[config.mk]
export PLATFORM = sky130hd
export DESIGN_NAME = pipeline_hazard_ctrl
export DESIGN_NICKNAME = d
export VERILOG_FILES = /design/src/rtl/pipeline_hazard_ctrl_pkg.sv /design/src/rtl/pipeline_hazard_ctrl_sat_counter.sv /design/src/rtl/pipeline_hazard_ctrl.sv
export SDC_FILE = /design/constraint.sdc
export NUM_CORES = 1
export LEC_CHECK = 0
export ABC_AREA = 1
export CAP_MARGIN = 20
export CORE_ASPECT_RATIO = 0.7
export CORE_MARGIN = 8
export CORE_UTILIZATION = 49
export DETAILED_ROUTE_END_ITERATION = 16
export DONT_BUFFER_PORTS = 1
export HOLD_SLACK_MARGIN = 0.08
export PLACE_DENSITY = 0.66
export SLEW_MARGIN = 10
export SYNTH_ARGS = -nofsm -noshare
export SYNTH_HDL_FRONTEND = slang
export SYNTH_SLANG_ARGS = --single-unit
[constraint.sdc]
create_clock -name clk -period 1.8 [get_ports clk]
set_input_delay 0.45 -clock clk [delete_from_list [all_inputs] [get_ports clk]]
set_output_delay 0.45 -clock clk [all_outputs]
set_load 0.01 [all_outputs]
[src/rtl/pipeline_hazard_ctrl_pkg.sv]
// pipeline_hazard_ctrl_pkg
// Shared types and constants for the pipeline stall/flush controller.
//   - HZ_ASIZE   : default register-file address width
//   - HZ_WAIT_W  : width of the memory wait counter (covers timeouts up to 255)
//   - hz_state_e : controller states (RUN, MEM_WAIT, ERROR)
//   - hz_ctrl_t  : bundle of per-stage enables and flushes
//   - hz_ctrl_*  : canned control patterns for each pipeline situation
package pipeline_hazard_ctrl_pkg;

  localparam int HZ_ASIZE  = 5;
  localparam int HZ_WAIT_W = 8;

  typedef enum logic [1:0] {
    HZ_RUN      = 2'd0,
    HZ_MEM_WAIT = 2'd1,
    HZ_ERROR    = 2'd2
  } hz_state_e;

  typedef struct packed {
    logic pcEn;
    logic ifidEn;
    logic idexEn;
    logic exmemEn;
    logic memwbEn;
    logic ifidFlush;
    logic idexFlush;
    logic exmemFlush;
    logic memwbFlush;
  } hz_ctrl_t;

  // Normal flow: every stage advances, nothing is squashed.
  function automatic hz_ctrl_t hz_ctrl_default();
    hz_ctrl_t c;
    c = '0;
    c.pcEn    = 1'b1;
    c.ifidEn  = 1'b1;
    c.idexEn  = 1'b1;
    c.exmemEn = 1'b1;
    c.memwbEn = 1'b1;
    return c;
  endfunction

  // Reset: everything held and every pipeline register cleared.
  function automatic hz_ctrl_t hz_ctrl_reset();
    hz_ctrl_t c;
    c = '0;
    c.ifidFlush  = 1'b1;
    c.idexFlush  = 1'b1;
    c.exmemFlush = 1'b1;
    c.memwbFlush = 1'b1;
    return c;
  endfunction

  // Memory stall: freeze PC through EX/MEM and feed a bubble into MEM/WB.
  function automatic hz_ctrl_t hz_ctrl_mem_stall();
    hz_ctrl_t c;
    c = '0;
    c.memwbEn    = 1'b1;
    c.memwbFlush = 1'b1;
    return c;
  endfunction

  // Redirect: fetch from the new target and squash the two wrong-path slots.
  function automatic hz_ctrl_t hz_ctrl_redirect();
    hz_ctrl_t c;
    c = hz_ctrl_default();
    c.ifidFlush = 1'b1;
    c.idexFlush = 1'b1;
    return c;
  endfunction

  // Load-use: hold fetch/decode one cycle and put a bubble into EX.
  function automatic hz_ctrl_t hz_ctrl_load_use();
    hz_ctrl_t c;
    c = hz_ctrl_default();
    c.pcEn      = 1'b0;
    c.ifidEn    = 1'b0;
    c.idexFlush = 1'b1;
    return c;
  endfunction

endpackage

[src/rtl/pipeline_hazard_ctrl_sat_counter.sv]
// pipeline_hazard_ctrl_sat_counter
// Saturating event counter: counts cycles with inc_i high and sticks at all-ones.
// Ports:
//   clk     : clock
//   rst     : synchronous, active-high reset (count -> 0)
//   inc_i   : increment request for this cycle
//   count_o : current count
module pipeline_hazard_ctrl_sat_counter #(
  parameter int CNT_W = 16
) (
  input  logic             clk,
  input  logic             rst,
  input  logic             inc_i,
  output logic [CNT_W-1:0] count_o
);

  logic [CNT_W-1:0] count_q;

  // Stop at all-ones so long runs never wrap back to small values.
  always_ff @(posedge clk) begin
    if (rst) begin
      count_q <= '0;
    end else if (inc_i && (count_q != '1)) begin
      count_q <= count_q + CNT_W'(1);
    end
  end

  assign count_o = count_q;

endmodule

[src/rtl/pipeline_hazard_ctrl.sv]
// pipeline_hazard_ctrl
// Central stall/flush controller for the 5-stage pipeline. Enables hold a pipeline
// register when 0; flushes load zeros and win over the enable.
// Ports:
//   clk, rst                      : clock, synchronous active-high reset
//   id_rs_addr_i, id_rt_addr_i    : ID-stage source registers
//   id_uses_rs_i, id_uses_rt_i    : ID instruction actually reads rs / rt
//   ex_waddr_i, ex_wen_i          : EX-stage destination and write enable
//   ex_memtoreg_i                 : EX instruction is a load
//   ex_redirect_i                 : taken branch / jump resolved in EX
//   mem_req_i, mem_ready_i        : data-memory handshake of the MEM stage
//   *_en_o, *_flush_o             : per-stage enables and bubble inserts
//   hz_err_o                      : memory timeout, sticky until rst
//   stall_cycles_o, flush_events_o: saturating performance counters
module pipeline_hazard_ctrl
  import pipeline_hazard_ctrl_pkg::*;
#(
  parameter int ASIZE       = HZ_ASIZE,
  parameter int MEM_TIMEOUT = 16,
  parameter int CNT_W       = 16
) (
  input  logic             clk,
  input  logic             rst,
  input  logic [ASIZE-1:0] id_rs_addr_i,
  input  logic [ASIZE-1:0] id_rt_addr_i,
  input  logic             id_uses_rs_i,
  input  logic             id_uses_rt_i,
  input  logic [ASIZE-1:0] ex_waddr_i,
  input  logic             ex_wen_i,
  input  logic             ex_memtoreg_i,
  input  logic             ex_redirect_i,
  input  logic             mem_req_i,
  input  logic             mem_ready_i,
  output logic             pc_en_o,
  output logic             ifid_en_o,
  output logic             idex_en_o,
  output logic             exmem_en_o,
  output logic             memwb_en_o,
  output logic             ifid_flush_o,
  output logic             idex_flush_o,
  output logic             exmem_flush_o,
  output logic             memwb_flush_o,
  output logic             hz_err_o,
  output logic [CNT_W-1:0] stall_cycles_o,
  output logic [CNT_W-1:0] flush_events_o
);

  hz_state_e              state_q;
  logic [HZ_WAIT_W-1:0]   wait_cnt_q;
  logic                   hz_err_q;

  logic                   loadUse;
  logic                   memStall;
  hz_ctrl_t               ctrl;
  logic                   stallInc;
  logic                   flushInc;

  // A load in EX whose destination feeds the ID instruction needs one bubble;
  // register 0 is hard-wired so it never counts as a dependency.
  always_comb begin
    loadUse = ex_memtoreg_i && ex_wen_i && (ex_waddr_i != '0) &&
              ((id_uses_rs_i && (id_rs_addr_i == ex_waddr_i)) ||
               (id_uses_rt_i && (id_rt_addr_i == ex_waddr_i)));
  end

  // A dropped mem_req while waiting naturally falls out as "no stall", which
  // releases the pipeline exactly like mem_ready would.
  always_comb begin
    memStall = 1'b0;
    if (state_q != HZ_ERROR) begin
      memStall = mem_req_i && !mem_ready_i;
    end
  end

  // Priority mux: reset, then error freeze, then memory stall > redirect > load-use.
  always_comb begin
    ctrl = hz_ctrl_default();
    if (rst) begin
      ctrl = hz_ctrl_reset();
    end else if (state_q == HZ_ERROR) begin
      ctrl = '0;
    end else if (memStall) begin
      ctrl = hz_ctrl_mem_stall();
    end else if (ex_redirect_i) begin
      ctrl = hz_ctrl_redirect();
    end else if (loadUse) begin
      ctrl = hz_ctrl_load_use();
    end
  end

  // Controller FSM. wait_cnt counts stalled cycles already spent; once it has
  // reached the timeout and memory still is not ready, the pipeline is frozen.
  always_ff @(posedge clk) begin
    if (rst) begin
      state_q    <= HZ_RUN;
      wait_cnt_q <= '0;
      hz_err_q   <= 1'b0;
    end else begin
      case (state_q)
        HZ_RUN: begin
          if (memStall) begin
            state_q    <= HZ_MEM_WAIT;
            wait_cnt_q <= HZ_WAIT_W'(1);
          end
        end
        HZ_MEM_WAIT: begin
          if (!memStall) begin
            state_q    <= HZ_RUN;
            wait_cnt_q <= '0;
          end else if (wait_cnt_q == HZ_WAIT_W'(MEM_TIMEOUT)) begin
            state_q  <= HZ_ERROR;
            hz_err_q <= 1'b1;
          end else begin
            wait_cnt_q <= wait_cnt_q + HZ_WAIT_W'(1);
          end
        end
        HZ_ERROR: begin
          hz_err_q <= 1'b1;
        end
        default: begin
          state_q    <= HZ_RUN;
          wait_cnt_q <= '0;
        end
      endcase
    end
  end

  // Stalls frozen by ERROR are not counted; counters clear on rst anyway.
  assign stallInc = !rst && (state_q != HZ_ERROR) && !ctrl.pcEn;
  assign flushInc = !rst && ctrl.ifidFlush;

  pipeline_hazard_ctrl_sat_counter #(.CNT_W(CNT_W)) u_stall_cnt (
    .clk     (clk),
    .rst     (rst),
    .inc_i   (stallInc),
    .count_o (stall_cycles_o)
  );

  pipeline_hazard_ctrl_sat_counter #(.CNT_W(CNT_W)) u_flush_cnt (
    .clk     (clk),
    .rst     (rst),
    .inc_i   (flushInc),
    .count_o (flush_events_o)
  );

  assign pc_en_o       = ctrl.pcEn;
  assign ifid_en_o     = ctrl.ifidEn;
  assign idex_en_o     = ctrl.idexEn;
  assign exmem_en_o    = ctrl.exmemEn;
  assign memwb_en_o    = ctrl.memwbEn;
  assign ifid_flush_o  = ctrl.ifidFlush;
  assign idex_flush_o  = ctrl.idexFlush;
  assign exmem_flush_o = ctrl.exmemFlush;
  assign memwb_flush_o = ctrl.memwbFlush;
  assign hz_err_o      = hz_err_q;

endmodule

Word-level counts from Yosys, hierarchy flattened
Cells that the tools add are included.
{ "word_totals": {"in_bits": 24, "wordCells": 60, "register_bits": 43} }
{ "classes": {"n_addsub": 3, "n_bitwise": 1, "eq_ne": 13, "mux": 17, "n_reduce_logical": 21} }
{ "op_table": {"columns": ["op", "count"], "rows": [
  ["$mux 9", 5],
  ["$add 16x1->16 const B", 2],
  ["$ne 16x16->1 const B", 2],
  ["$mux 8", 3],
  ["$pmux 8 s3", 1],
  ["$logic_and 1x1->1", 11],
  ["$eq 5x5->1", 2],
  ["$reduce_and 3->1", 3],
  ["$add 8x1->8 const B", 1],
  ["$eq 8x5->1 const B", 1],
  ["$ne 2x2->1 const B", 4],
  ["$mux 2", 3],
  ["$ne 3x3->1 const B", 2],
  ["$pmux 2 s3", 1],
  ["$reduce_bool 5->1", 1],
  ["$logic_not 1->1", 3],
  ["$mux 1", 3],
  ["$eq 2x1->1 const B", 1],
  ["$eq 2x2->1 const B", 1],
  ["$logic_not 2->1", 1],
  ["$pmux 1 s2", 1],
  ["$reduce_bool 2->1", 1],
  ["$logic_or 1x1->1", 1],
  ["$not 1->1", 1]
]} }

Logic depth before layout (Yosys ltp)
Gate-level depths: netlist of the first run.
{ "logic_depth": {"ltp_word": 12, "mapped_depth": 12, "ltp_nobuf": 11} }

Modules after synthesis
Synthesis of the first run repeated with hierarchy kept, for this count alone.
{ "unflattened": {"hier_cells": 470, "hier_area_um2": 2866.5} }
{ "by_module_without_submodules": {"columns": ["mod", "n_inst", "cells_each", "area_per_inst_um2", "seq_area_each_um2"], "rows": [
  ["pipeline_hazard_ctrl_sat_counter", 2, 149, 929.6, 320.3],
  ["pipeline_hazard_ctrl", 1, 172, 1007.2, 220.2]
]} }

Worst setup path before layout of the first run
OpenSTA, ideal clock, no wires.
{ "synth_path": {"kind": "input to output", "from": "in id_rt_addr_i[0]", "to": "out pc_en_o", "slack_ps": -91, "t_arrival_ps": 1441, "cell_stages": 11, "required_ps": 1350, "path_buffers": 2, "path_cell_list": "inv_1 -> nand2_1 -> nand2_1 -> nor2_1 -> nand3_1 -> nand2_1 -> nand3_2 -> nand2_4 -> buf_2 -> inv_1 -> buf_4"} }
{ "synth_via": {"elab_chain_len": 9} }
{ "synth_lines": {"columns": ["item", "line_no", "text"], "rows": [
  ["from (decl)", "pipeline_hazard_ctrl.sv:25", "input logic [ASIZE-1:0] id_rt_addr_i,"],
  ["$eq 5x5->1", "pipeline_hazard_ctrl.sv:63", "(id_uses_rt_i && (id_rt_addr_i == ex_waddr_i)));"],
  ["$logic_and 1x1->1", "pipeline_hazard_ctrl.sv:63", null],
  ["$logic_or 1x1->1", "pipeline_hazard_ctrl.sv:62", "((id_uses_rs_i && (id_rs_addr_i == ex_waddr_i)) ||"],
  ["$logic_and 1x1->1", "pipeline_hazard_ctrl.sv:61", "loadUse = ex_memtoreg_i && ex_wen_i && (ex_waddr_i != '0) &&"],
  ["$mux 9", "pipeline_hazard_ctrl.sv:86", "end else if (loadUse) begin"],
  ["$mux 9", "pipeline_hazard_ctrl.sv:84", "end else if (ex_redirect_i) begin"],
  ["$mux 9", "pipeline_hazard_ctrl.sv:82", "end else if (memStall) begin"],
  ["$mux 9", "pipeline_hazard_ctrl.sv:80", "end else if (state_q == HZ_ERROR) begin"],
  ["$mux 9", "pipeline_hazard_ctrl.sv:78", "if (rst) begin"],
  ["to (decl)", "pipeline_hazard_ctrl.sv:34", "output logic pc_en_o,"]
]} }
No other way between the ends.

Worst setup path after layout of the first run
{ "layout_path": {"from": "reg state_q[0]", "to": "out pc_en_o"} }
{ "layout_via": {"elab_chain_len": 5} }
{ "layout_lines": {"columns": ["item", "line_no", "text"], "rows": [
  ["from (decl)", "pipeline_hazard_ctrl.sv:48", "hz_state_e state_q;"],
  ["from (signal assigned)", "pipeline_hazard_ctrl.sv:95", "state_q <= HZ_RUN;"],
  ["from (signal assigned)", "pipeline_hazard_ctrl.sv:102", "state_q <= HZ_MEM_WAIT;"],
  ["from (signal assigned)", "pipeline_hazard_ctrl.sv:108", "state_q <= HZ_RUN;"],
  ["$ne 2x2->1", "pipeline_hazard_ctrl.sv:70", "if (state_q != HZ_ERROR) begin"],
  ["$mux 1", "pipeline_hazard_ctrl.sv:70", null],
  ["$mux 9", "pipeline_hazard_ctrl.sv:82", null],
  ["$mux 9 *", "pipeline_hazard_ctrl.sv:80", null],
  ["$mux 9 *", "pipeline_hazard_ctrl.sv:78", null]
]} }
Every way passes the cells marked *; elsewhere a longest branch is shown, timed or not.

==> results of run 1 <==
[final cells by class]
type | count | area (µm²) | area share (%)
clock buffer | 5 | 68.8 | 2.14
clock inverter | 3 | 26.3 | 0.815
inverter | 57 | 216 | 6.72
multi-input combinational | 306 | 1620 | 50.1
sequential | 43 | 863 | 26.8
tap | 72 | 90.1 | 2.80
timing repair buffer | 44 | 343 | 10.6
[cells in the mapped netlist (all sizes together)]
library cell	instances
a31oi	1
or2	1
inv	57
buf	6
nor3	12
dfxtp	43
nand3b	1
nor4	2
a211oi	1
o21ai	14
and3	1
nand4	11
xor2	10
a21boi	1
nand3	42
clkbuf	5
a21oi	36
ha	4
nor2	44
xnor2	10
nand2	115
[kinds of logic after synthesis]
group / count (synthesis)
compound gates: 53
buf+inv: 68
fa+ha+maj: 4
simple gates: 229
xor+xnor: 20
flops: 43
[layer usage]
layer  GRT usage (%)  part of all wire (%)
met5               0                     0
met4            4.82                  0.95
met3            5.63                   8.2
met2            25.5                    42
met1            22.2                    49
[cells in the final DEF (no fill, tap or decap), drive strengths merged]
| cell type | instances |
|---|---|
| inv | 60 |
| nand2 | 115 |
| buf | 44 |
| or2 | 1 |
| nand3 | 42 |
| a21boi | 1 |
| nand3b | 1 |
| nor2 | 44 |
| a31oi | 1 |
| dfxtp | 43 |
| and3 | 1 |
| a211oi | 1 |
| ha | 4 |
| xnor2 | 10 |
| nand4 | 11 |
| o21ai | 14 |
| a21oi | 36 |
| xor2 | 10 |
| clkbuf | 5 |
| nor4 | 2 |
| nor3 | 12 |
[per-stage QoR]
step | power [µW] | util (%) | hold WS (ns)
finish | 1870 | 60.7 | 0.199
global route | 1950 | 60.7 | 0.182
CTS | 1870 | 59.5 | 0.180
detailed placement | 1200 | 57.7 | 0.453
global placement | 1200 | 57.7 | 0.444
floorplan | 1160 | - | 0.441
[registers in the layout, summed over array words and instances (netlist names)]
name and count:
hz_err_o 1, u_stall_cnt.count_o 16, u_flush_cnt.count_o 16, wait_cnt_q 8
state_q 2
[report_power, final]
part / leakage (µW) / switching (µW) / internal (µW) / total [µW]
combinational: 0.000923 / 138 / 82.2 / 220
sequential: 0.000348 / 7.44 / 963 / 970
clock: 0.0000495 / 388 / 289 / 677
total: 0.00132 / 533 / 1330 / 1870
[worst paths after layout]
kind	startpoint	end	slack (ns)	cells past startpoint
min	rst	u_stall_cnt.count_o[10]$_SDFFE_PP0P_	0.20	1
max	state_q[0]$_SDFFE_PP0P_	pc_en_o	0.08	6
min reg2reg	wait_cnt_q[7]$_SDFFE_PP0P_	wait_cnt_q[7]$_SDFFE_PP0P_	0.47	2
max reg2reg	u_stall_cnt.count_o[0]$_SDFFE_PP0P_	u_stall_cnt.count_o[8]$_SDFFE_PP0P_	0.15	10
[what timing repair did]
action,4_1_cts,5_1_grt
buffers inserted,0,5
gates resized for setup,1,7
setup endpoints to repair,2,26
hold buffers,0,0
pin swaps,0,5
==> results by group, run 1 <==
Timing
  – Final worst slack: 0.0752 ns
  – Crit share post-route: 95.8%
  – Fmax achieved: 580 MHz
  – Worst Tran Pin Value: 0.371 ns
  – Hold Violations, Final: 0
  – Setup Viol. Count Final: 0
  – Unrepaired setup endpoints after global routing: false
  – Setup Skew: 0.0111 ns
  – Fin. max-slew vios: 0
  – Slew margin rel.: 75.1%
  – Min Clock Period, post-route: 1.72 ns
  – Final setup TNS: 0 ns

Clock tree
  – TritonCTS clock tree: yes
  – CTS H-tree depth: 2
  – Clock latency on the worst-skew pair: 0.31 ns
  – Worst-path clk slew: 0.09 ns
  – Clock buffer depth: 2
  – TritonCTS Buffers: 5
  – Clock tree sinks: 43
  – Root buf cell: clkbuf_8

Yosys
  – Simple-Gate Fraction of Synth Area: 38.0%
  – Synth cell types: 34
  – Yosys warns: 0
  – Largest family of logic cells by synthesized area: simple AND/OR/NAND/NOR gates
  – Post-Syn Nets: 445
  – Area leader, netlist: dfxtp_1
  – Mapped cell area: 0.00274 mm²
  – XOR/XNOR share of the synthesized area: 6.39%
  – Syn Inst Count: 417
  – Synth top area cells: dfxtp_1 (31%), nand2_1 (15%), nand3_1 (7.3%)
  – Mean Syn Cell Area: 6.57 µm²
  – Synthesis-stage register bit count: 43
  – Post-Synth Adder-Cell Area: 1.83%
  – Synth Area in Compound Gates: 11.7%
  – Yosys top cell area share: 31.4%
  – Seq/Total Area, Yosys: 31.4%
  – Mux share of post-synthesis cell area: 0%

Floorplan
  – Top-level I/O count: 66
  – Die ar.: 0.00828 mm²
  – Core Region: 0.00531 mm²
  – Die W: 105 µm
  – Initial Utilization: 51.6%
  – Die Y-Extent: 78.6 µm
  – # rows: 22

Placement
  – Port buffer count: 0
  – DP Cell Count: 517
  – Cell Area, Placed: 0.00306 mm²
  – DP Wirelength: 5.37 mm
  – Routability cong.: 0.832
  – Post-placement setup slack: 0.0896 ns

Setup path
  – Required time worst endpoint: 1.35 ns
  – Slowest Stage Delay on Critical Path: 0.35 ns
  – CP max stage cell: dfxtp_2
  – Most frequent CP cell: nand2_4
  – CP arrival: 1.27 ns
  – Largest fanout on the critical path: 7
  – CP endpoint kind: output port
  – Critical path class: register to output port
  – CP Launch Type: register
  – CP Cell Sequence: inv_2 > nand2_4 > nand2_2 > nor2_4 > nand2_4 > inv_4
  – WP buf/inv: 2
  – Largest delay contributor family on the critical path: simple AND/OR/NAND/NOR gates

Global routing
  – GR Util All Layers: 16.9%
  – Global-route wire length before repair: 11.9 mm
  – Gr ovfl total: 0
  – Vias in the first global route: 2526
  – Initial antenna violation count: 0
  – Largest net degree at the start of global routing: 32

Drt
  – Final wirelength: 7.03 mm
  – DR vias: 2748
  – Initial DRT Pass Iterations: 4
  – DR WL/cell: 13.3 µm
  – Post-DRT Antenna Nets: 0
  – DRC errors left: 0
  – Initial DRC count: 127
  – Via density: 5.18

Pwr
  – Max VDD drop: 0.278 mV
  – P_leak: 0.00132 µW
  – Power per cell area: 579 mW/mm²

Finish
  – Post-Layout Cell Count: 530
  – Layout cells sized above 1: 21.8%
  – Layout Nets: 485
  – Layout area overhead: 17.6%
  – Fill cells: 508
  – Ant. Diodes: 0
  – Finished Cell Area: 0.00322 mm²

Status
  – Status: finished clean

Run
  – Max cap viols: 0

Worst hold path
  – Hold Path Class: primary input to register
No activity file was read; power rests on OpenSTA's default activity.
==> run 2: changes to the inputs <==
- CORE_MARGIN: 8 -> 2
==> run 2 against run 1 <==
Compared with the run above:
- worst setup slack improved by 0.011 ns
- clock power fell by 7.2%
- combinational power barely moved
- global-route usage rose by 5.7 points
- first-iteration DRC count rose by 4.7%
- non-clock buffer count fell by 5
- sequential share of layout area rose by 0.37 points
==> results by group, run 2 (synthesized netlist as in run 1, its figures left out) <==
Pwr
  – Power per cell area: 570 mW/mm²
  – P_leak: 0.00131 µW
  – Max VDD drop: 0.239 mV

Floorplan
  – # rows: 22
  – Die ar.: 0.00622 mm²
  – Initial Utilization: 51.6%
  – Core Region: 0.00531 mm²
  – Top-level I/O count: 66
  – Die W: 93.4 µm
  – Die Y-Extent: 66.6 µm

Placement
  – Routability cong.: 0.897
  – DP Cell Count: 514
  – Port buffer count: 0
  – Post-placement setup slack: 0.0947 ns
  – DP Wirelength: 4.95 mm

Drt
  – DR WL/cell: 12.4 µm
  – Via density: 5.21
  – DRC errors left: 0
  – Initial DRC count: 133
  – Final wirelength: 6.51 mm
  – Post-DRT Antenna Nets: 0
  – DR vias: 2742
  – Initial DRT Pass Iterations: 4

Setup path
  – Largest fanout on the critical path: 7
  – Reg2reg start: u_stall_cnt.count_o[1]$_SDFFE_PP0P_
  – CP endpoint kind: output port
  – Critical path class: register to output port
  – Worst Setup SP: state_q[0]$_SDFFE_PP0P_
  – CP Launch Type: register
  – R2R Setup Slk: 0.14 ns
  – Worst Reg-to-Reg Cells: 10
  – RR Endpoint: u_stall_cnt.count_o[6]$_SDFFE_PP0P_
  – CP arrival: 1.26 ns
  – Required time worst endpoint: 1.35 ns
  – Crit path capture: memwb_flush_o

Timing
  – Slew margin rel.: 78.5%
  – Fin. max-slew vios: 0
  – WHS: 0.199 ns
  – Crit share post-route: 95.2%
  – Final setup TNS: 0 ns
  – Worst Tran Pin Value: 0.320 ns
  – Fmax achieved: 584 MHz
  – Final worst slack: 0.0866 ns
  – Hold Violations, Final: 0
  – Setup Skew: 0.0106 ns
  – Min Clock Period, post-route: 1.71 ns
  – Unrepaired setup endpoints after global routing: false
  – Setup Viol. Count Final: 0

Global routing
  – Initial antenna violation count: 0
  – GR Util All Layers: 22.5%
  – Vias in the first global route: 2536
  – Largest net degree at the start of global routing: 32
  – Global-route wire length before repair: 11.2 mm
  – Gr ovfl total: 0

Finish
  – Layout Nets: 481
  – Most frequent cells in the layout: nand2_1 (107), inv_1 (43), nand3_1 (40), dfxtp_1 (39)
  – Layout area overhead: 16.3%
  – Post-Layout Cell Count: 526
  – Ant. Diodes: 0
  – Most common cell after layout, fill and taps aside: nand2_1
  – Layout cells sized above 1: 21.4%

Clock tree
  – CTS H-tree depth: 2
  – TritonCTS clock tree: yes
  – Cts hold-fix bufs: 0
  – Worst-path clk slew: 0.09 ns
  – Clock buffer depth: 2
  – Root buf cell: clkbuf_8
  – TritonCTS Buffers: 5
  – Clock tree sinks: 43
  – Clock latency on the worst-skew pair: 0.31 ns

Status
  – Status: finished clean

Run
  – Max cap viols: 0

Worst hold path
  – Hold Crit Depth: 1
  – Hold Path Class: primary input to register
run 2: changes by cell type in the layout (fill, tap and decap cells not counted), sizes merged:
| cell | previous run | this run |
|---|---|---|
| clkinvlp | 0 | 2 |
| inv | 60 | 57 |
| nand2 | 115 | 116 |
| buf | 44 | 39 |
| clkinv | 0 | 1 |
run 2: per-layer routing:
metal / GRT usage, % / vias up / wire length, µm
li1: - / 1410 / -
met1: 30.2 / 1241 / 3270
met2: 34.5 / 84 / 2700
met3: 6.33 / 7 / 472
met4: 8.27 / 0 / 65
met5: 0 / - / 0
run 2: worst min-delay path by stage:
stage / from / endpoint / slack (ns)
3_5_place_dp: wait_cnt_q[7]$_SDFFE_PP0P_ / wait_cnt_q[7]$_SDFFE_PP0P_ / 0.46
5_1_grt: rst / u_flush_cnt.count_o[15]$_SDFFE_PP0P_ / 0.19
2_1_floorplan: wait_cnt_q[7]$_SDFFE_PP0P_ / wait_cnt_q[7]$_SDFFE_PP0P_ / 0.44
4_1_cts: rst / u_stall_cnt.count_o[4]$_SDFFE_PP0P_ / 0.19
3_3_place_gp: wait_cnt_q[7]$_SDFFE_PP0P_ / wait_cnt_q[7]$_SDFFE_PP0P_ / 0.45
6_report: rst / u_stall_cnt.count_o[2]$_SDFFE_PP0P_ / 0.20
run 2: per-stage QoR:
step	power (µW)	utilization [%]	instance area [µm²]
finish	1820	60.0	3190
floorplan	1160	-	2750
global placement	1200	57.2	3040
CTS	1830	59.0	3140
global route	1910	60.0	3190
detailed placement	1200	57.2	3040
run 2: repair_timing:
item,4_1_cts,5_1_grt
setup endpoints to repair,2,24
setup buffers,0,3
gates cloned,0,1
pin swaps,2,5
resized for setup,2,7
run 2: area by class of cell:
class | count | area (µm²)
timing repair buffer | 39 | 305
multi-input combinational | 307 | 1620
tap | 72 | 90.1
inverter | 57 | 216
clock inverter | 3 | 20.0
fill | 510 | 2120
clock buffer | 5 | 68.8
sequential | 43 | 866
run 2: worst max-delay path, stage by stage (launching register included):
cell and delay, ns:
dfxtp_2 0.33, inv_2 0.07, nand2_4 0.05, buf_4 0.15
nand2_1 0.21, nand2_1 0.15
run 2: power by group:
group / leakage [µW] / switching [µW] / internal (µW)
sequential: 0.000349 / 7.06 / 963
clock: 0.0000402 / 357 / 270
combinational: 0.000920 / 140 / 81.3
